==> config.mk <==
export PLATFORM = sky130hd
export DESIGN_NAME = gemm_result_collector
export DESIGN_NICKNAME = d
export VERILOG_FILES = /design/src/rtl/gemm_pkg.sv /design/src/rtl/tile_bank.sv /design/src/rtl/gemm_result_collector.sv
export SDC_FILE = /design/constraint.sdc
export NUM_CORES = 1
export LEC_CHECK = 0
export CAP_MARGIN = 20
export CORE_AREA = 2 2 150 152
export CTS_CLUSTER_SIZE = 30
export DETAILED_ROUTE_END_ITERATION = 10
export DIE_AREA = 0 0 152 154
export DONT_BUFFER_PORTS = 1
export PLACE_DENSITY_LB_ADDON = 0.08
export SETUP_SLACK_MARGIN = 0.15
export SYNTH_ARGS = -nofsm -noshare
export SYNTH_HDL_FRONTEND = slang
export SYNTH_SLANG_ARGS = --single-unit
==> constraint.sdc <==
create_clock -name clk -period 5.11 [get_ports clk]
set_input_delay 0.7665 -clock clk [delete_from_list [all_inputs] [get_ports clk]]
set_output_delay 0.7665 -clock clk [all_outputs]
set_load 0.01 [all_outputs]
==> src/rtl/gemm_pkg.sv <==
// Shared types and helpers for the GEMM result post-processing blocks.
package gemm_pkg;

  // Drain-side sequencing of the ping-pong tile buffer.
  typedef enum logic [0:0] {
    DrainIdle,
    DrainRun
  } drain_state_e;

  // ReLU (optional) followed by signed saturation to out_w bits.
  // Operates on a 32-bit signed value; callers keep the low out_w bits.
  function automatic logic signed [31:0] sat_relu(input logic signed [31:0] v,
                                                  input int unsigned      out_w,
                                                  input bit               relu_en);
    logic signed [31:0] hi;
    logic signed [31:0] lo;
    logic signed [31:0] r;
    hi = (32'sd1 <<< (out_w - 1)) - 32'sd1;
    lo = -(32'sd1 <<< (out_w - 1));
    r  = v;
    if (relu_en && (r < 32'sd0)) r = 32'sd0;
    if (r > hi) begin
      r = hi;
    end else if (r < lo) begin
      r = lo;
    end
    return r;
  endfunction

endpackage

==> src/rtl/tile_bank.sv <==
// One M x N tile of processed results: single row write port, single row read port.
module tile_bank #(
  parameter int unsigned M  = 2,
  parameter int unsigned N  = 4,
  parameter int unsigned W  = 8,
  parameter int unsigned RW = 1
) (
  input  logic                  clk,
  input  logic                  rst_n,
  input  logic                  we,
  input  logic [RW-1:0]         waddr,
  input  logic [N-1:0][W-1:0]   wdata,
  input  logic [RW-1:0]         raddr,
  output logic [N-1:0][W-1:0]   rdata
);

  logic [N-1:0][W-1:0] mem_q [M];

  // Row storage; cleared on reset so a discarded partial tile never reappears.
  always_ff @(posedge clk or negedge rst_n) begin
    if (!rst_n) begin
      for (int r = 0; r < int'(M); r++) mem_q[r] <= '0;
    end else if (we) begin
      mem_q[waddr] <= wdata;
    end
  end

  assign rdata = mem_q[raddr];

endmodule

==> src/rtl/gemm_result_collector.sv <==
// Captures array result rows, applies ReLU/saturation, buffers M-row tiles in a
// ping-pong pair of banks and streams finished tiles out one row per beat.
module gemm_result_collector
  import gemm_pkg::*;
#(
  parameter int unsigned DATA_WIDTH_A      = 8,
  parameter int unsigned DATA_WIDTH_output = 8,
  parameter int unsigned OUT_WIDTH         = 8,
  parameter int unsigned M                 = 2,
  parameter int unsigned N                 = 4,
  parameter bit          RELU_EN           = 1'b1,
  localparam int unsigned RW = (M > 1) ? $clog2(M) : 1,
  localparam int unsigned TW = (DATA_WIDTH_A > 1) ? $clog2(DATA_WIDTH_A) : 1
) (
  input  logic                                clk,
  input  logic                                rst_n,
  input  logic                                gen_done,
  input  logic signed [DATA_WIDTH_output-1:0] final_out [N],
  output logic                                stall,
  output logic                                out_valid,
  input  logic                                out_ready,
  output logic signed [OUT_WIDTH-1:0]         out_data [N],
  output logic [RW-1:0]                       out_row,
  output logic                                out_last,
  output logic                                overflow
);

  logic [TW-1:0] t_q, t_d;
  logic          cap_q;
  logic [RW-1:0] fill_row_q, fill_row_d;
  logic          fill_sel_q, fill_sel_d;   // bank currently being filled
  logic          fill_full_q, fill_full_d;
  logic [RW-1:0] drain_row_q, drain_row_d;
  logic          overflow_q, overflow_d;
  drain_state_e  drain_st_q, drain_st_d;

  logic wrap, beat, last_beat, cap_ok, row_done;
  logic [N-1:0][OUT_WIDTH-1:0] wdata, rdata0, rdata1, rd;
  logic signed [31:0] ext [N];
  logic signed [31:0] proc [N];

  assign wrap      = gen_done && (t_q == TW'(DATA_WIDTH_A - 1));
  assign beat      = (drain_st_q == DrainRun) && out_ready;
  assign last_beat = beat && (drain_row_q == RW'(M - 1));
  assign cap_ok    = cap_q && !fill_full_q;
  assign row_done  = cap_ok && (fill_row_q == RW'(M - 1));

  // Element-wise ReLU + saturation of the sampled array vector.
  always_comb begin
    for (int c = 0; c < int'(N); c++) begin
      ext[c]   = 32'(final_out[c]);
      proc[c]  = sat_relu(ext[c], OUT_WIDTH, RELU_EN);
      wdata[c] = proc[c][OUT_WIDTH-1:0];
    end
  end

  // Mirror of the array's bit-serial step counter plus the registered capture strobe.
  always_ff @(posedge clk or negedge rst_n) begin
    if (!rst_n) begin
      t_q   <= '0;
      cap_q <= 1'b0;
    end else begin
      t_q   <= t_d;
      cap_q <= wrap;
    end
  end

  // Fill/drain bookkeeping and drain FSM state register.
  always_ff @(posedge clk or negedge rst_n) begin
    if (!rst_n) begin
      fill_row_q  <= '0;
      fill_sel_q  <= 1'b0;
      fill_full_q <= 1'b0;
      drain_row_q <= '0;
      overflow_q  <= 1'b0;
      drain_st_q  <= DrainIdle;
    end else begin
      fill_row_q  <= fill_row_d;
      fill_sel_q  <= fill_sel_d;
      fill_full_q <= fill_full_d;
      drain_row_q <= drain_row_d;
      overflow_q  <= overflow_d;
      drain_st_q  <= drain_st_d;
    end
  end

  // Next-state: step counter, row fill, bank swap and drain sequencing.
  always_comb begin
    t_d         = t_q;
    fill_row_d  = fill_row_q;
    fill_sel_d  = fill_sel_q;
    fill_full_d = fill_full_q;
    drain_row_d = drain_row_q;
    overflow_d  = overflow_q;
    drain_st_d  = drain_st_q;

    if (gen_done) t_d = wrap ? '0 : t_q + TW'(1);

    // A capture with a full tile already waiting has nowhere to go.
    if (cap_q && fill_full_q) overflow_d = 1'b1;

    if (beat) drain_row_d = drain_row_q + RW'(1);
    if (last_beat) begin
      drain_st_d  = DrainIdle;
      drain_row_d = '0;
      if (fill_full_q) begin
        fill_sel_d  = ~fill_sel_q;
        fill_full_d = 1'b0;
        drain_st_d  = DrainRun;
      end
    end

    if (cap_ok) fill_row_d = fill_row_q + RW'(1);
    // fill_full_q is low here, so this never collides with the swap above.
    if (row_done) begin
      fill_row_d = '0;
      if ((drain_st_q == DrainIdle) || last_beat) begin
        fill_sel_d  = ~fill_sel_q;
        drain_st_d  = DrainRun;
        drain_row_d = '0;
      end else begin
        fill_full_d = 1'b1;
      end
    end
  end

  tile_bank #(
    .M (M),
    .N (N),
    .W (OUT_WIDTH),
    .RW(RW)
  ) u_bank0 (
    .clk  (clk),
    .rst_n(rst_n),
    .we   (cap_ok && !fill_sel_q),
    .waddr(fill_row_q),
    .wdata(wdata),
    .raddr(drain_row_q),
    .rdata(rdata0)
  );

  tile_bank #(
    .M (M),
    .N (N),
    .W (OUT_WIDTH),
    .RW(RW)
  ) u_bank1 (
    .clk  (clk),
    .rst_n(rst_n),
    .we   (cap_ok && fill_sel_q),
    .waddr(fill_row_q),
    .wdata(wdata),
    .raddr(drain_row_q),
    .rdata(rdata1)
  );

  assign rd = fill_sel_q ? rdata0 : rdata1;

  assign stall     = fill_full_q || ((fill_row_q == RW'(M - 1)) && (drain_st_q != DrainIdle));
  assign out_valid = (drain_st_q == DrainRun);
  assign out_row   = drain_row_q;
  assign out_last  = out_valid && (drain_row_q == RW'(M - 1));
  assign overflow  = overflow_q;

  // Row beat data, forced to zero whenever no beat is presented.
  always_comb begin
    for (int c = 0; c < int'(N); c++) begin
      out_data[c] = out_valid ? rd[c] : '0;
    end
  end

endmodule

==> results.json <==
{
  "dp_cells": 749,
  "grt_use_met2_pct": 19.9,
  "cts_hold_buf": 0,
  "r2r_slack_ps": 2690,
  "area_delta_synth_final_pct": 15.0,
  "detail_route.iter0.violations": 120,
  "die_y_um": 154,
  "setup_viol": 0,
  "grt_max_degree": 123,
  "finalSetupTns_ps": 0,
  "cts_tree": "built",
  "worst-path-buf-inv": 1,
  "period_share_pct": 61.8,
  "post_drt_wl_per_cell_um": 17.2,
  "die_w_um": 152,
  "ys_warn_count": 0,
  "grt_pass1_wl_um": 22200,
  "crit_family": "flip-flops",
  "grt_use_met1_pct": 16.0,
  "p_sw_uw": 1210,
  "hold_class": "input pin to asynchronous set/reset pin",
  "power_frac_seq_pct": 43.0,
  "grt_setup_unrepaired": "no",
  "syn_area_mm2": 0.00558,
  "critPathMaxStageDelay_ps": 750,
  "track_usage_pct": 12.4,
  "max_freq_mhz": 316,
  "post_cts_resized": 0,
  "run_status": "finished, final reports clean",
  "p_int_uw": 2790,
  "cp_slowest_cell": "dfrtp_2",
  "grt_remaining_overflow": 0,
  "worstPathCellList": "buf_4, mux4_2, and2_1",
  "period_needed_ps": 3160,
  "crit_path_max_fanout": 17,
  "num_vias": 3440,
  "power_density_mw_per_mm2": 623,
  "swShare_pct": 30.2,
  "cts_buffer_depth": 2,
  "layout.nets": 528,
  "layout_setup_ws_ps": 1950,
  "syn_inst": 500,
  "syn_area_per_cell_um2": 11.2,
  "instances_no_fill": 781,
  "routed_via_density": 4.40,
  "start_util_pct": 25.7,
  "leakagePower_uw": 0.00280,
  "cp.arrival_ps": 2390,
  "grt_pass1_vias": 3680,
  "seq_area_frac_synth_pct": 54.7,
  "clkPwrFrac_pct": 32.1,
  "core_mm2": 0.0217,
  "clock_latency_ps": 420,
  "antenna_left": 0,
  "drc": 0,
  "mostFrequentLayoutCells": "dfrtp_1, nand2_1, o21ai_1",
  "ys_ff_latch": 122,
  "num_rows": 54,
  "clk_pin_slew_worst_paths_ps": 60,
  "grt-busiest-layer": "met2",
  "skew_ps": 6.41,
  "drive_gt1_share_pct": 19.4,
  "maxSlewHeadroom_pct": 35.2,
  "crit_type": "flop to primary output",
  "drtPass1Iterations": 4,
  "slew_violations": 0,
  "hold_viol": 0,
  "root_buffer": "clkbuf_16",
  "cts_made_buffers": 17,
  "required_ps": 4340,
  "pre_cts_slack_ps": 2310,
  "h-tree-depth": 4,
  "dieArea_mm2": 0.0234,
  "yosysUniqueCellTypes": 31,
  "grt_use_met3_pct": 4.26,
  "worstMarginPinSlew_ps": 971,
  "ir_drop_v": 0.000236,
  "post-dp-hpwl_um": 8370,
  "antenna_found_initial": 1,
  "io_pins": 73,
  "r2r_start": "fill_sel_q",
  "io_buffers": 0,
  "cts.sinks": 122,
  "cp-start-kind": "flop",
  "worstSetupEndpointType": "primary output",
  "routed_wirelength_um": 13400,
  "reg2reg_depth": 2,
  "post_cts_buffers": 0,
  "finalWeightedCongestion": 0.664,
  "rr_endpoint": "u_bank1.mem_q[46]",
  "p_comb_share_pct": 24.9,
  "final_common_cell": "dfrtp_1",
  "drv_cap": 0
}
==> power groups by stage <==
stage	clock network, uW	registers [uW]	logic [uW]
2_1_floorplan	0	1540	939
3_3_place_gp	0	1740	997
3_5_place_dp	0	1740	1020
4_1_cts	1320	1730	1030
5_1_grt	1370	1780	1140
6_report	1280	1720	996
==> sequential cells by signal, summed over array words and instances, names as in the netlist <==
| signal | flops |
|---|---|
| fill_row_q | 1 |
| fill_full_q | 1 |
| out_valid | 1 |
| overflow | 1 |
| u_bank0.mem_q | 56 |
| u_bank1.mem_q | 56 |
| fill_sel_q | 1 |
| cap_q | 1 |
| out_row | 1 |
| t_q | 3 |
==> worst register-to-register path: cells and delay by family, from the launching register on <==
| kind | cells | cell delay [ps] |
|---|---|---|
| flops | 1 | 1010 |
| simple gates | 1 | 880 |
| compound gates | 1 | 430 |
==> synth_stat cells (all sizes together) <==
library cell,n,area (um2)
a21o,2,15.0
a21oi,1,5.00
a22o,2,17.5
and2,31,194
buf,30,191
clkbuf,8,30.0
conb,1,3.75
dfrtp,122,3050
ha,4,50.1
inv,3,11.3
mux2,1,11.3
mux4,28,631
nand2,113,449
nand2b,29,181
nand3b,1,7.51
nand4b,1,8.76
nand4bb,2,22.5
nor2,2,7.51
nor2b,1,6.26
nor3,1,5.00
o21a,1,7.51
o21ai,113,641
or4b,1,13.8
xnor2,1,8.76
xor2,1,8.76
==> per-stage QoR <==
step / hold WS [ps] / util, % / instance area [um2] / total power [uW]
after floorplan: 445 / - / 5590 / 2480
after global placement: 459 / 26.7 / 5790 / 2740
after detailed placement: 463 / 26.7 / 5790 / 2760
after CTS: 27.7 / 29.6 / 6410 / 4080
after global routing: 16.8 / 29.6 / 6410 / 4290
final: 49.7 / 29.6 / 6420 / 3990
==> layer usage <==
metal  wire [um]  vias to the layer above
met5           0                        -
met4         112                        0
met3         498                        7
met2        6580                       58
met1        6240                     1686
li1            -                     1689
==> logic make-up (layout without fill, tap and decap cells) <==
family	after synthesis	count (layout)	synth area share, %
compound gates	119	119	12.3
xor+xnor	2	2	0.314
fa+ha+maj	4	4	0.897
buf+inv	41	38	4.17
flops	122	122	54.7
mux	29	29	11.5
other cells	1	5	0.0672
simple gates	182	182	16.1
==> cell type report <==
type | count | area [um2]
fill | 2240 | 15300
sequential | 122 | 3060
multi-input combinational | 340 | 2340
clock buffer | 23 | 488
tap | 280 | 350
clock inverter | 8 | 140
timing repair buffer | 4 | 30.0
inverter | 3 | 11.3
antenna | 1 | 2.50
==> how the worst max path moves through the flow <==
stage	startpoint	end	depth (start not counted)
floorplan	out_row	out_data[0]	4
global placement	out_row	out_data[24]	3
detailed placement	out_row	out_data[19]	3
CTS	out_row	out_data[19]	3
global route	out_row	out_data[30]	3
finish	out_row	out_data[30]	3
No activity file was read; power rests on OpenSTA's default activity.
